### config.mk
export PLATFORM = sky130hd
export DESIGN_NAME = uart_tx_fifo
export DESIGN_NICKNAME = d
export VERILOG_FILES = /design/src/rtl/uart_tx_fifo.sv
export SDC_FILE = /design/constraint.sdc
export NUM_CORES = 1
export LEC_CHECK = 0
export ABC_AREA = 1
export CORE_MARGIN = 2
export CORE_UTILIZATION = 50
export CTS_BUF_LIST = sky130_fd_sc_hd__clkbuf_8
export CTS_CLUSTER_SIZE = 30
export DETAILED_ROUTE_END_ITERATION = 16
export DONT_BUFFER_PORTS = 1
export GPL_TIMING_DRIVEN = 0
export PLACE_DENSITY = 0.77
export SKIP_LAST_GASP = 1
export SLEW_MARGIN = 20
export SYNTH_ARGS = -nofsm -noshare
export SYNTH_HDL_FRONTEND = slang
export SYNTH_SLANG_ARGS = --single-unit
### constraint.sdc
create_clock -name clk -period 2.5 [get_ports clk]
set_input_delay 0.5 -clock clk [delete_from_list [all_inputs] [get_ports clk]]
set_output_delay 0.5 -clock clk [all_outputs]
set_load 0.1 [all_outputs]
### src/rtl/uart_tx_fifo.sv
// rtl/uart_tx_fifo.sv - byte FIFO feeding a UART transmitter (8 data bits, 1 stop bit)
// Optional even parity bit between data and stop when UART_TX_FIFO_PARITY_EN is defined.
module uart_tx_fifo #(
    parameter int DEPTH    = 16,
    parameter int DIV_RATE = 260
) (
    input  logic                     clk,
    input  logic                     reset,
    input  logic                     wr_en,
    input  logic [7:0]               wr_data,
    output logic                     full,
    output logic                     empty,
    output logic [$clog2(DEPTH):0]   count,
    output logic                     overflow,
    output logic                     tx_busy,
    output logic                     tx_end,
    output logic                     tx
);
    localparam int AW = $clog2(DEPTH);
    localparam int CW = AW + 1;
    localparam int DW = (DIV_RATE > 2) ? $clog2(DIV_RATE) : 1;
    localparam logic [DW-1:0] DIV_LAST = DW'(DIV_RATE - 1);
    localparam logic [DW-1:0] DIV_PRE  = DW'(DIV_RATE - 2);

    typedef enum logic [2:0] {
        S_IDLE,
        S_START,
        S_DATA,
`ifdef UART_TX_FIFO_PARITY_EN
        S_PARITY,
`endif
        S_STOP
    } state_t;

    logic [7:0]    mem_q [DEPTH];
    logic [AW-1:0] wr_ptr_q;
    logic [AW-1:0] rd_ptr_q;
    logic [CW-1:0] count_q;
    logic [CW-1:0] count_d;
    logic          overflow_q;

    state_t        state_q;
    logic [DW-1:0] div_q;
    logic [2:0]    bit_q;
    logic [7:0]    shift_q;
    logic          tx_q;
    logic          tx_end_q;
`ifdef UART_TX_FIFO_PARITY_EN
    logic          parity_q;
`endif

    logic       push;
    logic       pop;
    logic       div_last;
    logic [7:0] head;

    assign full     = (count_q == CW'(DEPTH));
    assign empty    = (count_q == '0);
    assign count    = count_q;
    assign overflow = overflow_q;
    assign tx_busy  = (state_q != S_IDLE);
    assign tx_end   = tx_end_q;
    assign tx       = tx_q;

    assign div_last = (div_q == DIV_LAST);
    assign head     = mem_q[rd_ptr_q];
    assign push     = wr_en && !full;
    // The last STOP cycle pops directly so queued frames run back to back.
    assign pop      = !empty && ((state_q == S_IDLE) || ((state_q == S_STOP) && div_last));

    always_comb begin
        count_d = count_q;
        case ({push, pop})
            2'b10:   count_d = count_q + CW'(1);
            2'b01:   count_d = count_q - CW'(1);
            default: count_d = count_q;
        endcase
    end

    always_ff @(posedge clk) begin
        if (push) begin
            mem_q[wr_ptr_q] <= wr_data;
        end
    end

    always_ff @(posedge clk or negedge reset) begin
        if (!reset) begin
            wr_ptr_q   <= '0;
            rd_ptr_q   <= '0;
            count_q    <= '0;
            overflow_q <= 1'b0;
        end else begin
            if (push) wr_ptr_q <= wr_ptr_q + AW'(1);
            if (pop)  rd_ptr_q <= rd_ptr_q + AW'(1);
            count_q <= count_d;
            if (wr_en && full) overflow_q <= 1'b1;
        end
    end

    always_ff @(posedge clk or negedge reset) begin
        if (!reset) begin
            state_q  <= S_IDLE;
            div_q    <= '0;
            bit_q    <= '0;
            shift_q  <= '0;
            tx_q     <= 1'b1;
            tx_end_q <= 1'b0;
`ifdef UART_TX_FIFO_PARITY_EN
            parity_q <= 1'b0;
`endif
        end else begin
            tx_end_q <= 1'b0;
            case (state_q)
                S_IDLE: begin
                    if (pop) begin
                        shift_q <= head;
`ifdef UART_TX_FIFO_PARITY_EN
                        parity_q <= ^head;
`endif
                        state_q <= S_START;
                        div_q   <= '0;
                        tx_q    <= 1'b0;
                    end
                end
                S_START: begin
                    if (div_last) begin
                        div_q   <= '0;
                        bit_q   <= '0;
                        state_q <= S_DATA;
                        tx_q    <= shift_q[0];
                    end else begin
                        div_q <= div_q + DW'(1);
                    end
                end
                S_DATA: begin
                    if (div_last) begin
                        div_q <= '0;
                        if (bit_q == 3'd7) begin
                            bit_q <= '0;
`ifdef UART_TX_FIFO_PARITY_EN
                            state_q <= S_PARITY;
                            tx_q    <= parity_q;
`else
                            state_q <= S_STOP;
                            tx_q    <= 1'b1;
`endif
                        end else begin
                            bit_q   <= bit_q + 3'd1;
                            shift_q <= {1'b0, shift_q[7:1]};
                            tx_q    <= shift_q[1];
                        end
                    end else begin
                        div_q <= div_q + DW'(1);
                    end
                end
`ifdef UART_TX_FIFO_PARITY_EN
                S_PARITY: begin
                    if (div_last) begin
                        div_q   <= '0;
                        state_q <= S_STOP;
                        tx_q    <= 1'b1;
                    end else begin
                        div_q <= div_q + DW'(1);
                    end
                end
`endif
                S_STOP: begin
                    if (div_last) begin
                        div_q <= '0;
                        if (pop) begin
                            shift_q <= head;
`ifdef UART_TX_FIFO_PARITY_EN
                            parity_q <= ^head;
`endif
                            state_q <= S_START;
                            tx_q    <= 1'b0;
                        end else begin
                            state_q <= S_IDLE;
                        end
                    end else begin
                        div_q <= div_q + DW'(1);
                        // Raised one edge early so the pulse covers the final stop cycle.
                        if (div_q == DIV_PRE) tx_end_q <= 1'b1;
                    end
                end
                default: begin
                    state_q <= S_IDLE;
                    tx_q    <= 1'b1;
                end
            endcase
        end
    end
endmodule

**Word-level counts from Yosys, hierarchy flattened**

Memories as Yosys holds them, arrays and structs flattened.
Index checks and enable logic that the tools add are counted.

- Bits in registers: 39
- RAM bits: 128
- Input bits: 11
- Output and inout port bits: 11
- Logic and storage cells: 83
- Memories: 1

Memory list:

| memory | words | bits a word | read ports | clocked after memory_dff | wr ports | line | RTL |
|---|---|---|---|---|---|---|---|
| mem_q | 16 | 8 | 1 | 0 | 1 | 35 | `logic [7:0] mem_q [DEPTH];` |

- $add $sub $neg: 6
- Equal/unequal tests: 15
- Muxes and demuxes: 31
- Reduce and logical (&&, ||, !) cells: 20

Operators with widths:

| kind | count |
|---|---|
| 8-bit two-way mux | 4 |
| 3-bit two-way mux | 8 |
| 8-bit one-hot mux with 3 select lines | 1 |
| 9-bit == test (second input constant) | 2 |
| 9-bit two-way mux | 2 |
| 9-bit one-hot mux with 2 select lines | 1 |
| 2-bit inequality test (second input constant) | 6 |
| 3-bit one-hot mux with 4 select lines | 1 |
| 1-bit two-way mux | 11 |
| 5-bit one-hot mux with 2 select lines | 1 |
| 9-bit by 1-bit adder with 9-bit output (second input constant) | 1 |
| 4-bit by 1-bit adder with 4-bit output (second input constant) | 2 |
| 3-bit by 2-bit == test with 1-bit output (second input constant) | 2 |
| 3-bit one-hot mux with 2 select lines | 1 |
| 3-bit AND reduction | 2 |
| 2-bit nonzero test | 3 |
| 3-bit nonzero test | 2 |
| 5-bit by 1-bit adder with 5-bit output (second input constant) | 1 |
| 5-bit == test (second input constant) | 1 |
| 5-bit zero test | 1 |
| 5-bit AND reduction | 1 |
| 5-bit by 1-bit subtractor with 5-bit output (second input constant) | 1 |
| 1-bit logical AND | 4 |
| 1-bit one-hot mux with 4 select lines | 1 |
| 11 further kinds | 12 |

**Logic depth before layout (Yosys ltp)**

Gate-level depths: netlist (run 1).

- Depth in word-level cells: 7
- Depth in mapped cells: 15

**Least setup slack after synthesis (run 1)**

Ideal clock, no wire load.

- Kind: flip-flop to flip-flop
- From: register count_q[1] (netlist: count[1])
- To: register count_q[3] (netlist: count[3])
- Data arrival time: 2.740 ns
- Required time: 2.379 ns
- Slack: -0.361 ns
- Cell stages (with the launch flop): 12
- Buffers on the path: 0
- Clock period less this slack: 2.861 ns
- Cells stage by stage: dfrtp_1 -> inv_1 -> nand4_1 -> o21ai_0 -> nor2_8 -> ha_1 -> ha_1 -> nand2_1 -> inv_1 -> o21ai_0 -> a21oi_1 -> o22a_1

- Cells in the longest elaborated chain, start to end: 5

RTL lines:

| what | line | RTL |
|---|---|---|
| from (decl) | 38 | `logic [CW-1:0] count_q;` |
| from (signal assigned) | 95 | `count_q <= count_d;` |
| 5-bit zero test (*) | 58 | `assign empty = (count_q == '0);` |
| 1-bit zero test (*) | 69 | `assign pop = !empty && ((state_q == S_IDLE) \|\| ((state_q == S_STOP) && div_last));` |
| 1-bit logical AND (*) | 69 |  |
| net pop | 53 | `logic pop;` |
| 2-bit by 1-bit == test with 1-bit output or 2-bit == test (tied branches) | 73 | `case ({push, pop})` |
| 5-bit one-hot mux with 2 select lines or 2-bit nonzero test (tied branches) | -- |  |

Mark *: on every way through the listed nets, which the timed path passes. The rest lies on a longest branch.
A chain may end at the register's enable or synchronous reset.

**Final worst setup path (run 1)**

- From: register count_q[3] (netlist: count[3])
- To: output port full

- Cells in the longest elaborated chain, start to end: 1

RTL lines:

| what | line | RTL |
|---|---|---|
| 5-bit == test | 57 | `assign full = (count_q == CW'(DEPTH));` |
| to (decl) | 11 | `output logic full,` |

Every way passes these cells.

==> impl_metrics.toml, run 1 <==
[yosys]
yosysSeqAreaShare_pct = 63.48
synthTopCellsByArea = "edfxtp_1 (51%), dfrtp_1 (12%), nand2_1 (11%)"
synth_cells = 752
synth_flop_cell = "edfxtp_1"
yosys_warnings = 0
syn_nets = 781
synth.largest_area_cell = "edfxtp_1"
ys_ff_latch = 166
netlist_area_mm2 = 0.007555
synth_edf_count = 128
synthArstFlopShare_pct = 22.89
yosysUniqueCellTypes = 36
netlist.area_leader.share_pct = 50.88
syn_area_per_cell_um2 = 10.05

[timing]
worst_pin_slew_ns = 0.8903
finalSetupViolations = 1
hold_viol = 0
setup_tns_ns = -0.05540
finalClockSkew_ns = 0.01352
max_freq_ghz = 0.3913
finalCritPeriodShare_pct = 102.2
rsz0062_at_grt = "yes"
setup_ws_ns = -0.05540
final_max_slew_viol_count = 0
post-route-min-period_ns = 2.555
relSlewSlack_pct = 40.65

[detailed_routing]
ant_nets = 0
wl_per_cell_um = 17.22
route.detailed.drc = 0
drt-total-wl_um = 16810
drt_first_iter_violations = 680
routed_via_density = 5.488
num_vias = 5356
dr.pass1.iters = 5

[power]
leakagePower_nw = 3.571
p_clk_share_pct = 30.4
power_w = 0.006471
peakVddDrop_v = 0.0005552
internal_power_w = 0.004407
sw_frac_of_total_pct = 31.90
combPwrFrac_pct = 11.1
power.density_mw_per_mm2 = 774.3
p_sw_w = 0.002064
seq_power_share_pct = 58.5

[clocking]
cts_buffer_depth = 2
htreeDepth = 4
clk_latency_ns = 0.47
cts_made_buffers = 17
clk_pin_slew_ns = 0.10
cts_tree = "done"
root_buffer = "clkbuf_8"
numClockSinks = 166

[setup_path]
setup.worst_path.end_class = "output pin"
cp_max_fo = 4
required_ns = 2.00
crit_type = "reg2out"
critical_path_arrival_ns = 2.06
worstSetupStartpointType = "flip-flop"

[placement]
dpl-instance-area_mm2 = 0.007796
hpwl_um = 10780
port_buffers = 0
globalplace.congestion = 0.8854
place_ws_ns = -0.3094

[die]
fp.dieW_um = 126.9
start_util_pct = 51.59
die_area_mm2 = 0.01611
die_y_um = 126.9
row_count = 44
core_mm2 = 0.01464
io_pins = 22

[outcome]
status = "finished with violations"
violations = "setup timing"

[layout]
antenna_cells = 0
fin_area_mm2 = 0.008357
final_core_util_pct = 57.07
layout-drive-gt1-share_pct = 13.01
nets = 808
syn2layout_area_growth_pct = 10.62

[min_path]
hp-class = "in2reg"

[grt]
grt_max_degree = 39
grt_pass1_vias = 5136
grt_antenna_before_repair = 0
grt.overflow.total = 0
grt_pass1_wl_um = 26990
grtUsageTotal_pct = 22.32

[job]
drv_cap = 0
[worst max-delay path: stages (launching register included)]
cell     delay (ns)
dfrtp_4        0.64
nor2_4         0.15
nand4_1        0.13
inv_1          0.66
[logic make-up after synthesis]
| logic type | share of synthesized area, % |
|---|---|
| XOR/XNOR | 1.391 |
| AO/OA/AOI/OAI | 2.683 |
| flip-flops | 63.48 |
| adder cells (fa/ha/maj) | 3.080 |
| AND/OR/NAND/NOR | 23.02 |
| buffers and inverters | 6.343 |
[registers in the layout (all words and copies together), names as in the netlist]
name      count
bit_q         3
count         5
div_q         9
mem_q       128
overflow      1
rd_ptr_q      4
shift_q       8
state_q       2
tx            1
tx_end        1
wr_ptr_q      4
[repair_timing]
action	CTS	global route
pin swaps	2	3
gates cloned	0	0
buffers inserted	2	4
endpoints found under the hold margin	38	0
hold buffers	2	0
setup endpoints to repair	110	66
gates resized for setup	18	13
[cell usage in the layout (no fill, tap or decap), drive strengths merged]
master       synthesis  routed
nor3b                1       1
clkbuf              10      27
o211ai               1       1
bufinv               0       2
o41ai                1       1
dfstp                1       1
nand2              218     218
o21ai               23      23
nand3b               1       1
nand3              108     108
a21oi                6       6
nor4                 1       1
nor3                 2       2
o22ai                4       4
nor2                53      53
edfxtp             128     128
xnor2                3       3
ha                  17      17
xor2                 9       9
o22a                 1       1
fa                   1       1
a21o                 1       1
dfrtp               37      37
clkinvlp             0       5
inv                 95     100
or2                  7       7
clkinv               2       5
dlygate4sd3          0       1
buf                 16      23
nand4                5       5
[synth_stat cells (2+ instances only)]
cell      number
nor3_1         2
clkinv_1       2
or2_2          7
nand2_4        2
nand3_1      107
dfrtp_1       37
buf_1          4
nand4_1        5
xnor2_1        3
inv_2          3
nand2_2        2
edfxtp_1     128
nor2_1        46
clkbuf_1      10
buf_2         11
ha_1          17
o21ai_0       23
inv_1         92
nand2_1      214
xor2_1         9
nor2_8         2
nor2_2         4
o22ai_1        4
a21oi_1        6
[final cells by class]
class,count,area [um^2]
Fill cell,1194,6287
Buffer,26,115.1
Inverter,97,371.6
Tap cell,184,230.2
Clock buffer,17,234.0
Clock inverter,15,166.4
Sequential cell,166,4815
Timing Repair Buffer,8,75.07
Multi-Input combinational cell,463,2350
[power by group through the flow]
stage / sequential, W / combinational [W] / clock, W
4_1_cts: 0.00378 / 0.000684 / 0.00197
3_5_place_dp: 0.00382 / 0.000620 / 0
3_3_place_gp: 0.00382 / 0.000602 / 0
6_report: 0.00378 / 0.000720 / 0.00197
5_1_grt: 0.00381 / 0.000799 / 0.00208
2_1_floorplan: 0.00379 / 0.000471 / 0
[final timing paths]
path	cells after the start	end	slack (ns)	startpoint
max	3	full	-0.06	count[3]$_DFFE_PN0P_
min	0	mem_q[14][2]$_DFFE_PP_	0.12	wr_data[2]
max reg2reg	12	count[4]$_DFFE_PN0P_	0.04	count[3]$_DFFE_PN0P_
min reg2reg	2	bit_q[1]$_DFFE_PN0P_	0.49	bit_q[1]$_DFFE_PN0P_
max in group asynchronous	2	tx$_DFFE_PN1P_	1.75	reset
min in group asynchronous	2	count[4]$_DFFE_PN0P_	0.50	reset
[through the flow]
stage,std cells,hold WS [ns]
after global routing,976,0.08716
after detailed placement,936,0.2054
after floorplan,752,0.2044
after global placement,936,0.2053
final,976,0.1188
after CTS,972,0.1020
[routing by layer]
metal / vias to the layer above / wire length, um / track usage, %
li1: 2523 / - / -
met1: 2496 / 6875 / 29.76
met2: 297 / 7897 / 34.82
met3: 40 / 1659 / 6.748
met4: 0 / 378 / 8.403
met5: - / 0 / 0
(Power assumes the default switching activity.)
==> run 2: changes to the inputs <==
Settings changed: CORE_ASPECT_RATIO set to 1.25.
==> impl_metrics.toml, run 2 (synthesis results as in run 1) <==
[outcome]
status = "completed"

[layout]
layout_commonest_cell = "nand2_1"
reg.largest.list = "mem_q x128, div_q x9, shift_q x8"
fillers = 1265
antenna_cells = 0
final_cell_mix = "nand2_1 (214), edfxtp_1 (128), nand3_1 (107), inv_1 (89), dfrtp_1 (32)"
largest_reg_flops = 128
final_core_util_pct = 56.04
nets = 808
regMostFlops = "mem_q"
stdcell_count = 974
layout-drive-gt1-share_pct = 13.13
fin_area_mm2 = 0.008344
syn2layout_area_growth_pct = 10.45

[clocking]
clk_pin_slew_ns = 0.09
numClockSinks = 166
cts_tree = "done"
clk_latency_ns = 0.47
cts_made_buffers = 17
htreeDepth = 4
cts_buffer_depth = 2
root_buffer = "clkbuf_8"

[power]
leakagePower_nw = 3.562
peakVddDrop_v = 0.0009632
power.density_mw_per_mm2 = 762.8

[placement]
hpwl_um = 11420
dpl-instance-area_mm2 = 0.007794
port_buffers = 0
dp.cells = 934
globalplace.congestion = 0.9329

[setup_path]
r2r_start = "count[2]$_DFFE_PN0P_"
worstSetupStartpointType = "flip-flop"
cp_max_fo = 5
r2r-end = "count[4]$_DFFE_PN0P_"
rrSetupSlack_ns = 0.02
critical_path_arrival_ns = 2.87
r2r_cells = 12
setup.worst_path.end_class = "flip-flop"
required_ns = 2.89
crit_type = "reg2reg"

[timing]
worst_pin_slew_ns = 0.9036
setup_tns_ns = 0
relSlewSlack_pct = 39.76
hold_viol = 0
max_freq_ghz = 0.4027
rsz0062_at_grt = "yes"
finalClockSkew_ns = 0.009657
finalSetupViolations = 0
post-route-min-period_ns = 2.483
finalCritPeriodShare_pct = 99.32
final_max_slew_viol_count = 0
hold_slack_ns = 0.1236

[detailed_routing]
ant_nets = 0
wl_per_cell_um = 17.51
routed_via_density = 5.451
dr.pass1.iters = 5
num_vias = 5309
drt-total-wl_um = 17060
drt_first_iter_violations = 576
route.detailed.drc = 0

[die]
io_pins = 22
fp.dieW_um = 113.9
row_count = 50
die_area_mm2 = 0.01612
core_mm2 = 0.01489
die_y_um = 141.4
start_util_pct = 50.74

[min_path]
worstHoldStart = "wr_data[3]"
holdPathStages = 0
hp-class = "in2reg"
hold_end = "mem_q[10][3]$_DFFE_PP_"

[grt]
grt_pass1_vias = 5118
grt_antenna_before_repair = 0
grt.overflow.total = 0
grt_max_degree = 39
grt_pass1_wl_um = 26510
grtUsageTotal_pct = 22.16

[job]
drv_cap = 0
[run 2: what timing repair did]
action	in CTS	in global routing
hold buffers	2	0
endpoints found under the setup margin	32	126
gates resized for setup	12	20
cloned	0	0
buffers inserted	2	4
pin swaps	2	3
endpoints found under the hold margin	38	0
[run 2: worst max-delay path by stage]
stage,endpoint,from,cells after the start,slack [ns]
2_1_floorplan,count[4]$_DFFE_PN0P_,count[2]$_DFFE_PN0P_,12,0.03
3_3_place_gp,count[4]$_DFFE_PN0P_,count[2]$_DFFE_PN0P_,12,-0.24
3_5_place_dp,count[4]$_DFFE_PN0P_,count[2]$_DFFE_PN0P_,12,-0.30
4_1_cts,mem_q[14][7]$_DFFE_PP_,count[0]$_DFFE_PN0P_,6,-0.05
5_1_grt,count[4]$_DFFE_PN0P_,count[2]$_DFFE_PN0P_,12,-0.16
6_report,count[4]$_DFFE_PN0P_,count[2]$_DFFE_PN0P_,12,0.02
[run 2: cell type report]
| type | count | area (um^2) | area share [%] |
|---|---|---|---|
| well taps | 182 | 227.7 | 2.729 |
| clock inverters | 15 | 150.1 | 1.799 |
| inverters | 97 | 375.4 | 4.498 |
| plain buffers | 26 | 115.1 | 1.380 |
| multi-input cells | 463 | 2352 | 28.19 |
| flip-flops and latches | 166 | 4815 | 57.70 |
| clock buffers | 17 | 234.0 | 2.804 |
| repair buffers | 8 | 75.07 | 0.8997 |
[run 2: power breakdown]
group | internal [W] | switching [W]
clock network | 0.000812 | 0.00104
logic | 0.000210 | 0.000517
registers | 0.00329 | 0.000493
[run 2: metrics by stage]
step | worst slack, ns | total power (W)
2_1_floorplan | 0.02656 | 0.004257
3_3_place_gp | -0.2368 | 0.004414
3_5_place_dp | -0.2953 | 0.004446
4_1_cts | -0.05085 | 0.006325
5_1_grt | -0.1565 | 0.006600
6_report | 0.01689 | 0.006365
[run 2: routing by layer]
| layer | up-vias | wire, um | GRT usage (%) |
|---|---|---|---|
| li1 | 2539 | - | - |
| met1 | 2497 | 6616 | 26.88 |
| met2 | 225 | 8562 | 36.84 |
| met3 | 48 | 996 | 3.930 |
| met4 | 0 | 882 | 13.54 |
| met5 | - | 0 | 0 |
[run 2: worst max-delay path, stage by stage, from the launching register on]
cell and delay (ns):
dfrtp_4 0.64, nor2_4 0.16, nand4_1 0.18, o21ai_2 0.18, nor2_8 0.09, ha_4 0.19, fa_1 0.39, nand2_1 0.09
nand2_1 0.05, a21oi_1 0.15, xor2_1 0.16, nand2_1 0.06, o21ai_0 0.06
